### config.mk
export PLATFORM = sky130hd
export DESIGN_NAME = lane_compare
export DESIGN_NICKNAME = d
export VERILOG_FILES = /design/src/rtl/result_checker_lane_compare.sv
export SDC_FILE = /design/constraint.sdc
export NUM_CORES = 1
export LEC_CHECK = 0
export ABC_AREA = 1
export CAP_MARGIN = 20
export CORE_ASPECT_RATIO = 1.25
export CORE_MARGIN = 4
export CORE_UTILIZATION = 24
export DETAILED_ROUTE_END_ITERATION = 8
export PLACE_DENSITY = 0.82
export SETUP_SLACK_MARGIN = 0.4
export SYNTH_ARGS = -nofsm -noshare
export SYNTH_HDL_FRONTEND = slang
export SYNTH_SLANG_ARGS = --single-unit
### constraint.sdc
create_clock -name vclk -period 1.09
set_clock_uncertainty 0.1 [all_clocks]
set_input_delay 0.218 -clock vclk [all_inputs]
set_output_delay 0.218 -clock vclk [all_outputs]
set_load 0.01 [all_outputs]
### src/rtl/result_checker_lane_compare.sv
// Masked compare of one result word against its expected word.
module lane_compare #(
    parameter int DATA_W = 21
) (
    input  logic [DATA_W-1:0] act_word,
    input  logic [DATA_W-1:0] exp_word,
    input  logic [DATA_W-1:0] mask,
    output logic              mismatch
);

    // Only bits selected by the mask can cause a mismatch.
    assign mismatch = |((act_word ^ exp_word) & mask);

endmodule

==> impl_results.md <==
- Number of antenna-violating nets in the routed design: 0
- Cell Area, Synth: 415.4 sq um
- Initial DRC count: 1
- Largest net degree at the start of global routing: 3
- Final Non-Filler Cells: 187
- Routability congestion estimate: 0.7062
- Std-Cell Rows: 16
- Port buffer count: 64
- Initial antenna violation count: 0
- Max-slew headroom: 0.9088
- Syn_area_per_cell: 3.956 sq um
- Max_cap viols: 0
- Critical path class: in2out
- Dpl cells: 187
- Layout cell share with drive strength beyond 1: 0.2899
- TritonRoute pass-1 iters: 3
- Final Max Slew Viols: 0
- CP most frequent cell: nand3_1
- Fillers: 198
- Die Height: 54.52 um
- Worst VDD drop: 0.1280 mV
- Min-Delay Path Class: in2out
- Vias: 803
- Residual DRC: 0
- Total gr overflow: 0
- CTS Hold Buffers Added: 0
- Combinational power share: 1.000
- Failing checks: setup timing
- Status: finished with violations
- Sw frac: 0.4094
- Clock power share: 0
- Gate Count Post-Synth: 105
- I/O pins: 64
- Crit share post-route: 1.198
- CP cell instances: buf_6, or2_1, nand3_1, nand3_1, nor2_2, nand3_1, buf_2
- CP max FO: 2
- Clock buffers: 0
- Worst path max stage delay: 0.21 ns
- Post-synthesis sequential area ratio: 0
- RSZ-0062 raised after global routing: yes
- Setup Total Neg Slack: -0.2163 ns
- Total track usage: 0.1273
- Final WS setup: -0.2163 ns
- Pre-CTS setup slack: -0.9382 ns
- Switching power: 0.1107 mW
- Register area: 0 sq um
- Post-DP HPWL: 1638 um
- Arr. time, crit path: 0.99 ns
- Inserted Diodes: 0
- Synth cell types: 6
- Leakage: 0.5566 nW
- Data required time of the worst path: 0.77 ns
- Syn nets: 168
- Worst Max-Slew Pin Slew: 0.1359 ns
- Crit start category: input port
- Pwr dens: 302.6 nW/um^2
- Core Area: 1602 sq um
- Flop pwr share: 0
- Seq cells: 0
- Cell Int Power: 0.1597 mW
- Highest Clock Rate: 0.7655 GHz
- Postcts setup bufs: 0
- Initial core utilization: 0.2594
- Nets: 234
- Slowest cell on crit path: or2_1
- Syn. warnings: 0
- DRT Wirelength: 1712 um
- Final hold vios: 0
- Die footprint: 2465 sq um
- Final min period: 1.306 ns
- Vias in the first global route: 705
- Hold path depth: 7
- Die width: 45.21 um
- Post-DR wirelength/cell: 9.155 um
- CP endpoint kind: output pin
- Final setup fails: 1
- Min-Delay Endpoint: mismatch
- Drt via density: 4.294
- First-pass GRT wire length: 2442 um
- Hold_sp: act_word[3]
- Area grow syn2layout: 115.1%
cell usage after synthesis:
cell type	instances	area, sq um
nand3_1	10	50.05
or2_1	3	18.77
nor2_1	34	127.6
inv_1	12	45.04
nand2_1	45	168.9
o21ai_1	1	5.000
layout make-up:
type                       count  area [sq um]  area share
inverter                      12         45.04     0.05042
multi-input combinational     93         387.9      0.4342
tap                           18         22.52     0.02521
timing repair buffer          64         437.9      0.4902
per-layer routing:
layer  vias up  global-route usage  part of all wire
met5         -                   0                 0
met4         0             0.01463                 0
met3         0             0.02632              0.11
met2        36              0.2925              0.56
met1       323              0.1058              0.33
li1        444                   -                 -
kinds of logic after synthesis:
logic type	Yosys count	share of synthesized area
simple gates	92	0.8795
buf+inv	12	0.1084
compound gates	1	0.01204
power by group through the flow:
stage	Clock, mW	Combinational (mW)	Sequential (mW)
6_report	0	0.270	0
5_1_grt	0	0.307	0
4_1_cts	0	0.287	0
3_5_place_dp	0	0.356	0
3_3_place_gp	0	0.347	0
2_1_floorplan	0	0.102	0
worst max-delay path, delay by kind of cell:
kind,cells,cell delay (ns)
buf+inv,2,0.23
simple gates,5,0.54
how the worst max path moves through the flow:
stage / from / end / slack, ns / cells after the start
after detailed placement: act_word[14] / mismatch / -0.94 / 9
final: act_word[1] / mismatch / -0.22 / 7
after floorplan: exp_word[1] / mismatch / 0.03 / 5
after global placement: act_word[14] / mismatch / -0.91 / 9
after global routing: act_word[1] / mismatch / -0.28 / 7
after CTS: act_word[3] / mismatch / -0.27 / 7
through the flow:
step           area [sq um]  hold WS (ns)  total power [mW]    util
6_report              893.4        0.8436            0.2704  0.5578
5_1_grt               893.4        0.8908            0.3065  0.5578
4_1_cts               997.2        0.8557            0.2873  0.6227
3_5_place_dp           1079         1.497            0.3560  0.6734
3_3_place_gp           1079         1.514            0.3471  0.6734
2_1_floorplan         415.4        0.5810            0.1023       -
layout by cell type, fill, tap and decap left out, drive strengths merged:
cell,instances
nor2,34
nand2,45
clkdlybuf4s15,13
or2,3
inv,12
clkbuf,24
dlygate4sd2,9
o21ai,1
buf,18
nand3,10
repair_timing:
| item | 4_1_cts | 5_1_grt |
|---|---|---|
| endpoints found under the setup margin | 1 | 1 |
| pin swaps | 68 | 53 |
| endpoints found under the hold margin | 0 | 0 |
| resized for setup | 134 | 49 |
Power figures use the tool's default switching activity.
